`config.mk`:
```
export PLATFORM = sky130hd
export DESIGN_NAME = alu_op_sequencer
export DESIGN_NICKNAME = d
export VERILOG_FILES = /design/src/rtl/alu_op_sequencer.sv
export SDC_FILE = /design/constraint.sdc
export NUM_CORES = 1
export LEC_CHECK = 0
export BUFFER_PORTS_ARGS = -buffer_cell sky130_fd_sc_hd__buf_2
export CAP_MARGIN = 20
export CORE_ASPECT_RATIO = 0.9
export CORE_MARGIN = 1
export CORE_UTILIZATION = 43
export DETAILED_ROUTE_END_ITERATION = 8
export HOLD_SLACK_MARGIN = 0.03
export PLACE_DENSITY = 0.73
export SYNTH_ARGS = -nofsm -noshare
export SYNTH_HDL_FRONTEND = slang
export SYNTH_SLANG_ARGS = --single-unit
export TNS_END_PERCENT = 30
```
`constraint.sdc`:
```
create_clock -name clk -period 2 [get_ports clk]
set_input_delay 0.4 -clock clk [delete_from_list [all_inputs] [get_ports clk]]
set_output_delay 0.4 -clock clk [all_outputs]
set_load 0.005 [all_outputs]
```
`src/rtl/alu_op_sequencer.sv`:
```
// Issue/collect stage in front of a 32-bit single-bit-shift ALU: holds operands
// for WAIT_CYC cycles per pass, iterates shifts, and returns result plus flags.
// Optional completed-op counter is enabled by defining ALU_SEQ_PERF_EN.
module alu_op_sequencer #(
    parameter int DATA_W   = 32,
    parameter int WAIT_CYC = 2
) (
    input  logic              clk,
    input  logic              rst,
    input  logic              in_valid,
    output logic              in_ready,
    input  logic [3:0]        in_func,
    input  logic [DATA_W-1:0] in_a,
    input  logic [DATA_W-1:0] in_b,
    output logic [DATA_W-1:0] alu_a,
    output logic [DATA_W-1:0] alu_b,
    output logic [3:0]        alu_func,
    input  logic [DATA_W-1:0] alu_result,
    output logic              out_valid,
    input  logic              out_ready,
    output logic [DATA_W-1:0] out_result,
    output logic              out_zero,
    output logic              out_neg,
    output logic              out_illegal,
    output logic              busy,
    output logic [31:0]       op_count
);

    localparam logic [3:0] FN_SLA = 4'b0110;
    localparam logic [3:0] FN_SRA = 4'b0111;
    localparam logic [3:0] FN_SRL = 4'b1000;

    localparam logic [DATA_W-1:0] ZERO_W    = {DATA_W{1'b0}};
    localparam logic [DATA_W-1:0] ONE_W     = {{(DATA_W-1){1'b0}}, 1'b1};
    localparam logic [3:0]        WAIT_LOAD = 4'(WAIT_CYC - 1);

    typedef enum logic [1:0] {
        ST_IDLE = 2'd0,
        ST_EXEC = 2'd1,
        ST_DONE = 2'd2
    } state_t;

    state_t            state_q,      state_d;
    logic [DATA_W-1:0] alu_a_q,      alu_a_d;
    logic [DATA_W-1:0] alu_b_q,      alu_b_d;
    logic [3:0]        alu_func_q,   alu_func_d;
    logic [4:0]        pass_q,       pass_d;
    logic [3:0]        wait_q,       wait_d;
    logic [DATA_W-1:0] out_result_q, out_result_d;
    logic              out_zero_q,   out_zero_d;
    logic              out_neg_q,    out_neg_d;
    logic              out_illegal_q, out_illegal_d;

    function automatic logic is_shift(input logic [3:0] f);
        return (f == FN_SLA) || (f == FN_SRA) || (f == FN_SRL);
    endfunction

    // State and datapath registers; rst abandons any op in flight.
    always_ff @(posedge clk) begin
        if (rst) begin
            state_q       <= ST_IDLE;
            alu_a_q       <= ZERO_W;
            alu_b_q       <= ZERO_W;
            alu_func_q    <= 4'd0;
            pass_q        <= 5'd0;
            wait_q        <= 4'd0;
            out_result_q  <= ZERO_W;
            out_zero_q    <= 1'b0;
            out_neg_q     <= 1'b0;
            out_illegal_q <= 1'b0;
        end else begin
            state_q       <= state_d;
            alu_a_q       <= alu_a_d;
            alu_b_q       <= alu_b_d;
            alu_func_q    <= alu_func_d;
            pass_q        <= pass_d;
            wait_q        <= wait_d;
            out_result_q  <= out_result_d;
            out_zero_q    <= out_zero_d;
            out_neg_q     <= out_neg_d;
            out_illegal_q <= out_illegal_d;
        end
    end

    // Next-state and datapath update logic.
    always_comb begin
        state_d       = state_q;
        alu_a_d       = alu_a_q;
        alu_b_d       = alu_b_q;
        alu_func_d    = alu_func_q;
        pass_d        = pass_q;
        wait_d        = wait_q;
        out_result_d  = out_result_q;
        out_zero_d    = out_zero_q;
        out_neg_d     = out_neg_q;
        out_illegal_d = out_illegal_q;

        case (state_q)
            ST_IDLE: begin
                if (in_valid) begin
                    if (in_func > FN_SRL) begin
                        // Illegal op never touches the ALU operand registers.
                        out_result_d  = ZERO_W;
                        out_zero_d    = 1'b1;
                        out_neg_d     = 1'b0;
                        out_illegal_d = 1'b1;
                        state_d       = ST_DONE;
                    end else begin
                        alu_func_d    = in_func;
                        out_illegal_d = 1'b0;
                        if (is_shift(in_func)) begin
                            if (in_b[4:0] == 5'd0) begin
                                out_result_d = in_a;
                                out_zero_d   = (in_a == ZERO_W);
                                out_neg_d    = in_a[DATA_W-1];
                                state_d      = ST_DONE;
                            end else begin
                                alu_a_d = in_a;
                                alu_b_d = ONE_W;
                                pass_d  = in_b[4:0];
                                wait_d  = WAIT_LOAD;
                                state_d = ST_EXEC;
                            end
                        end else begin
                            alu_a_d = in_a;
                            alu_b_d = in_b;
                            pass_d  = 5'd1;
                            wait_d  = WAIT_LOAD;
                            state_d = ST_EXEC;
                        end
                    end
                end else begin
                    state_d = ST_IDLE;
                end
            end
            ST_EXEC: begin
                if (wait_q != 4'd0) begin
                    wait_d = wait_q - 4'd1;
                end else if (pass_q > 5'd1) begin
                    // Feed the partial shift result back for another pass.
                    alu_a_d = alu_result;
                    pass_d  = pass_q - 5'd1;
                    wait_d  = WAIT_LOAD;
                end else begin
                    out_result_d = alu_result;
                    out_zero_d   = (alu_result == ZERO_W);
                    out_neg_d    = alu_result[DATA_W-1];
                    pass_d       = 5'd0;
                    state_d      = ST_DONE;
                end
            end
            ST_DONE: begin
                if (out_ready) begin
                    state_d = ST_IDLE;
                end else begin
                    state_d = ST_DONE;
                end
            end
            default: begin
                state_d = ST_IDLE;
            end
        endcase
    end

`ifdef ALU_SEQ_PERF_EN
    logic [31:0] op_count_q, op_count_d;

    // Completed-op counter register.
    always_ff @(posedge clk) begin
        if (rst) begin
            op_count_q <= 32'd0;
        end else begin
            op_count_q <= op_count_d;
        end
    end

    // Count every drained result, illegal ops included.
    always_comb begin
        op_count_d = op_count_q;
        if ((state_q == ST_DONE) && out_ready) begin
            op_count_d = op_count_q + 32'd1;
        end else begin
            op_count_d = op_count_q;
        end
    end

    assign op_count = op_count_q;
`else
    assign op_count = 32'd0;
`endif

    assign in_ready    = (state_q == ST_IDLE);
    assign busy        = (state_q != ST_IDLE);
    assign out_valid   = (state_q == ST_DONE);
    assign alu_a       = alu_a_q;
    assign alu_b       = alu_b_q;
    assign alu_func    = alu_func_q;
    assign out_result  = out_result_q;
    assign out_zero    = out_zero_q;
    assign out_neg     = out_neg_q;
    assign out_illegal = out_illegal_q;

endmodule

```
Word-level counts from Yosys, hierarchy flattened
Index checks and enable logic that the tools add are counted.
{"block": "word_totals", "regBits": 114, "inputBits": 104, "out_inout_bits": 138, "wordCells": 100}
{"block": "classes", "n_addsub": 2, "order_cmp": 2, "n_eq_ne": 15, "muxes": 53, "bitwise_logic": 1, "reduce_logical": 17}
{"operator": "2-to-1 mux 32 bit", "n": 14}
{"operator": "case mux 32 bit (2 select lines)", "n": 2}
{"operator": "logical NOT 32 bit", "n": 2}
{"operator": "2-to-1 mux 5 bit", "n": 6}
{"operator": "2-to-1 mux 4 bit", "n": 6}
{"operator": "2-to-1 mux 2 bit", "n": 7}
{"operator": "2-to-1 mux 1 bit", "n": 13}
{"operator": "!= test 2 bit (second input constant)", "n": 6}
{"operator": "AND reduction 6 bit", "n": 2}
{"operator": "case mux 5 bit (2 select lines)", "n": 1}
{"operator": "AND reduction 5 bit", "n": 2}
{"operator": "equality test 4 x 3 -> 1 bit (second input constant)", "n": 2}
{"operator": "case mux 4 bit (2 select lines)", "n": 1}
{"operator": "!= test 3 x 1 -> 1 bit (second input constant)", "n": 2}
{"operator": "!= test 3 bit (second input constant)", "n": 2}
{"operator": "case mux 2 bit (3 select lines)", "n": 1}
{"operator": "greater-than comparator 5 x 1 -> 1 bit (second input constant)", "n": 1}
{"operator": "logical NOT 5 bit", "n": 1}
{"operator": "subtractor 5 x 1 -> 5 bit (second input constant)", "n": 1}
{"operator": "equality test 4 bit (second input constant)", "n": 1}
{"operator": "greater-than comparator 4 bit (second input constant)", "n": 1}
{"operator": "case mux 1 bit (2 select lines)", "n": 2}
{"operator": "AND reduction 2 bit", "n": 2}
{"operator": "AND reduction 4 bit", "n": 1}
{"operator": "other kinds (9)", "n": 11}

Longest topological paths before layout
{"block": "depth", "ltp_word": 7, "depth_mapped": 9, "ltp_nobuf": 7}

Worst setup path before layout
No wires, ideal clock.
{"block": "synth_path", "path_type": "reg2reg", "start": "reg wait_q[0]", "end": "reg out_result_q[22] (netlist: out_result[22])", "setup_ns": 0.141, "arrival_ns": 1.757, "required_time_ns": 1.859, "slack_ns": 0.102, "path_stages_with_launch": 9, "path_buffers": 2, "period_less_slack_ns": 1.898, "path_cell_list": "dfxtp_1 inv_1 ha_1 nor3b_1 nand4_1 a31oi_2 buf_4 buf_2 a311oi_2"}
{"block": "synth_via", "elab_chain_len": 3}
{"element": "start: declaration", "line_no": "48", "rtl": "logic [3:0] wait_q, wait_d;"}
{"element": "start signal: assignment", "line_no": "77", "rtl": "wait_q <= wait_d;"}
{"element": "nonzero test 4 bit", "line_no": "137", "rtl": "if (wait_q != 4'd0) begin"}
{"element": "!= test 2 bit (no line)"}
{"element": "AND reduction 6 bit (no line)"}
{"element": "end signal: assignment", "line_no": "78", "rtl": "out_result_q <= out_result_d;"}
{"element": "end: declaration", "line_no": "49", "rtl": "logic [DATA_W-1:0] out_result_q, out_result_d;"}
No other way between the ends.
A chain may end at the register's enable or synchronous reset.

Final worst setup path
{"block": "layout_path", "start": "reg pass_q[1]", "end": "reg alu_a_q[30] (netlist: alu_a[30])"}
{"block": "layout_via", "elab_chain_len": 3}
{"element": "start: declaration", "line_no": "47", "rtl": "logic [4:0] pass_q, pass_d;"}
{"element": "start signal: assignment", "line_no": "76", "rtl": "pass_q <= pass_d;"}
{"element": "greater-than comparator 5 x 1 -> 1 bit", "line_no": "139", "rtl": "end else if (pass_q > 5'd1) begin"}
{"element": "!= test 2 bit (no line)"}
{"element": "AND reduction 6 bit (no line)"}
{"element": "end signal: assignment", "line_no": "73", "rtl": "alu_a_q <= alu_a_d;"}
{"element": "end: declaration", "line_no": "44", "rtl": "logic [DATA_W-1:0] alu_a_q, alu_a_d;"}
No other way between the ends.

==> impl_metrics.json <==
{
  "antenna_found_initial": 0,
  "route.vias.total": 5751,
  "dpl_worst_slack_ns": -0.08626,
  "netlist_instances": 649,
  "cp_slowest_stage_delay_ns": 0.35,
  "synthFlopType": "dfxtp_1",
  "holdPathEnd": "alu_b[15]",
  "areaGrowthSynthToFinish_pct": 34.64,
  "ctsHoldBuffers": 0,
  "core_area_sq_um": 12740,
  "initial_core_util_pct": 44.30,
  "critPathKind": "flip-flop to flip-flop",
  "maxSlewViolCount": 0,
  "hpwl_um": 11770,
  "wl_um": 16960,
  "clk_transition_reported_paths_ns": 0.05,
  "holdPathStages": 3,
  "synth_top_area_share_pct": 40.10,
  "die_w_um": 122.7,
  "cts_tree": "yes",
  "tns_ns": 0,
  "gp_congestion": 0.9043,
  "maxCapViolations": 0,
  "timing.rr.end": "alu_a[30]",
  "yosysWarningCount": 0,
  "synth-seq-cells": 113,
  "ff2ff_setup_slack_ns": 0.10,
  "ys_seq_area_share_pct": 40.10,
  "cp_max_fo": 33,
  "synth_edf_count": 0,
  "drc": 0,
  "dieArea_sq_um": 13580,
  "reg2reg_depth": 8,
  "clock_sinks": 113,
  "die_h_um": 110.7,
  "setup_viol": 0,
  "vias_per_cell": 5.540,
  "post_drt_wl_per_cell_um": 16.34,
  "nFillCells": 1157,
  "placed_cells": 1004,
  "p_total_mw": 7.874,
  "grt_pass1_wl_um": 26360,
  "port_buffers": 209,
  "hold_viol": 0,
  "grt_overflow": 0,
  "setup.worst_path.start_class": "flip-flop",
  "grt.total_usage_pct": 24.63,
  "grt_max_degree": 60,
  "power.density_nw_per_um2": 1037,
  "crit_path_end_kind": "flip-flop",
  "holdCritPathClass": "input port to flip-flop",
  "synth_cell_types": 46,
  "grt_pass1_vias": 5285,
  "rsz0062_at_grt": "no",
  "drive_gt1_share_pct": 37.99,
  "cts_buffers": 17,
  "p_leak_nw": 3.244,
  "r2r_start": "pass_q[1]",
  "synthTopCellsByArea": "dfxtp_1 40%, a221oi_2 7.7%, nor2_1 5.3%",
  "hp-start": "in_b[15]",
  "worst_slack_ns": 0.1032,
  "design_area_sq_um": 7596,
  "status": "complete, no violations",
  "cp_cell_sequence": "inv_1, ha_1, o21bai_2, and2_1, buf_12, or3_1, o21ai_0, a221oi_2",
  "rows": 39,
  "instances_no_fill": 1038,
  "worstPathArrival_ns": 2.17,
  "drtIter0Drc": 348,
  "skew_ns": 0.005223,
  "fin_crit_sh_pct": 94.84,
  "cts-root-buf": "clkbuf_16",
  "fin_nets": 969,
  "synth.avg_cell_area_sq_um": 8.693,
  "ant_nets": 0,
  "path_delay_family": "simple AND/OR/NAND/NOR gates",
  "syn_area_sq_um": 5642,
  "worst_ir_drop_vdd_mv": 0.6048,
  "cts_buffer_depth": 2,
  "worstPathRequired_ns": 2.28,
  "dr.pass1.iters": 4,
  "postPlaceCellArea_sq_um": 6954,
  "yosysTopAreaCell": "dfxtp_1",
  "fin_crit_ns": 1.897,
  "path_buf_inv": 2,
  "cpMaxStageDelayCell": "dfxtp_2",
  "clock_latency_ns": 0.41,
  "final_cell_mix": "208 x buf_2, 112 x dfxtp_1, 79 x nor2_1",
  "async_reset_ff_share_pct": 0,
  "final_common_cell": "buf_2",
  "timing.fmax_ghz": 0.5272,
  "io_pins": 242,
  "n_antenna_cell": 0,
  "htree_levels": 4
}
-- through the flow --
stage	util, %	hold WS (ns)
2_1_floorplan	-	0.4527
3_3_place_gp	54.60	0.4445
3_5_place_dp	54.60	0.4491
4_1_cts	59.25	0.2062
5_1_grt	59.64	0.2278
6_report	59.64	0.2216
-- repair_timing --
item / in CTS / in global routing
endpoints found under the setup margin: 0 / 25
endpoints found under the hold margin: 0 / 0
setup buffers: 0 / 1
gates resized for setup: 0 / 7
-- cell type report --
type                       count  area, sq um  share of cell area [%]
multi-input combinational    439         2879                   37.90
clock inverter                10        107.6                   1.417
inverter                      40        150.1                   1.977
clock buffer                  22        484.2                   6.375
timing repair buffer         250         1506                   19.83
tap                          164        205.2                   2.701
sequential                   113         2263                   29.80
-- worst max path at each step --
stage | from | endpoint | slack [ns] | depth (start not counted)
floorplan | wait_q[0] | out_result[22] | 0.10 | 8
CTS | wait_q[1] | out_result[1] | 0.04 | 8
global route | wait_q[1] | out_result[14] | 0.01 | 8
global placement | in_b[3] | out_result[27] | -0.03 | 8
finish | pass_q[1] | alu_a[30] | 0.10 | 8
detailed placement | in_func[0] | out_result[1] | -0.09 | 7
-- worst min-delay path: stages --
cell     delay [ns]
buf_2          0.07
a22oi_1        0.05
nor2_1         0.07
-- cell families after synthesis --
group	share of synthesized area (%)
simple gates	19.63
compound gates	27.03
buf+inv	11.78
flops	40.10
fa+ha+maj	0.8872
mux	0.3549
other cells	0.06647
xor+xnor	0.1553
-- flip-flops by register name, indices dropped and copies added (netlist names) --
register and count:
out_zero 1, alu_a 32, out_illegal 1, pass_q 5, alu_func 4, state_q 2, alu_b 32, out_result 32
wait_q 4
-- per-layer routing --
| layer | vias to the layer above | GRT usage, % | routed length (um) |
|---|---|---|---|
| li1 | 2735 | - | - |
| met3 | 40 | 6.327 | 1560 |
| met1 | 2655 | 30.69 | 7092 |
| met5 | - | 0 | 0 |
| met4 | 0 | 12.68 | 563 |
| met2 | 321 | 38.80 | 7743 |
-- synth_stat cells (all sizes together) (2+ instances only) --
cell / n
nor3b: 2
a21oi: 11
nand3b: 2
ha: 4
inv: 40
nand2b: 3
a32o: 2
nand4: 4
a22oi: 33
or3: 32
nand2: 42
nor3: 6
nor2: 79
a311oi: 32
dfxtp: 113
clkbuf: 36
buf: 52
a211oi: 9
nor2b: 3
a221oi: 33
nand3: 33
o21ai: 41
and2: 2
mux2i: 2
nor4: 18
-- power breakdown --
| part | switching (mW) | leakage, nW | total, mW | internal [mW] |
|---|---|---|---|---|
| Sequential | 0.165 | 0.927 | 2.72 | 2.56 |
| Combinational | 1.20 | 2.03 | 2.14 | 0.943 |
| Clock | 1.06 | 0.288 | 3.01 | 1.95 |
| Total | 2.42 | 3.24 | 7.87 | 5.45 |
Note: power is estimated with default switching activity, not from simulation.
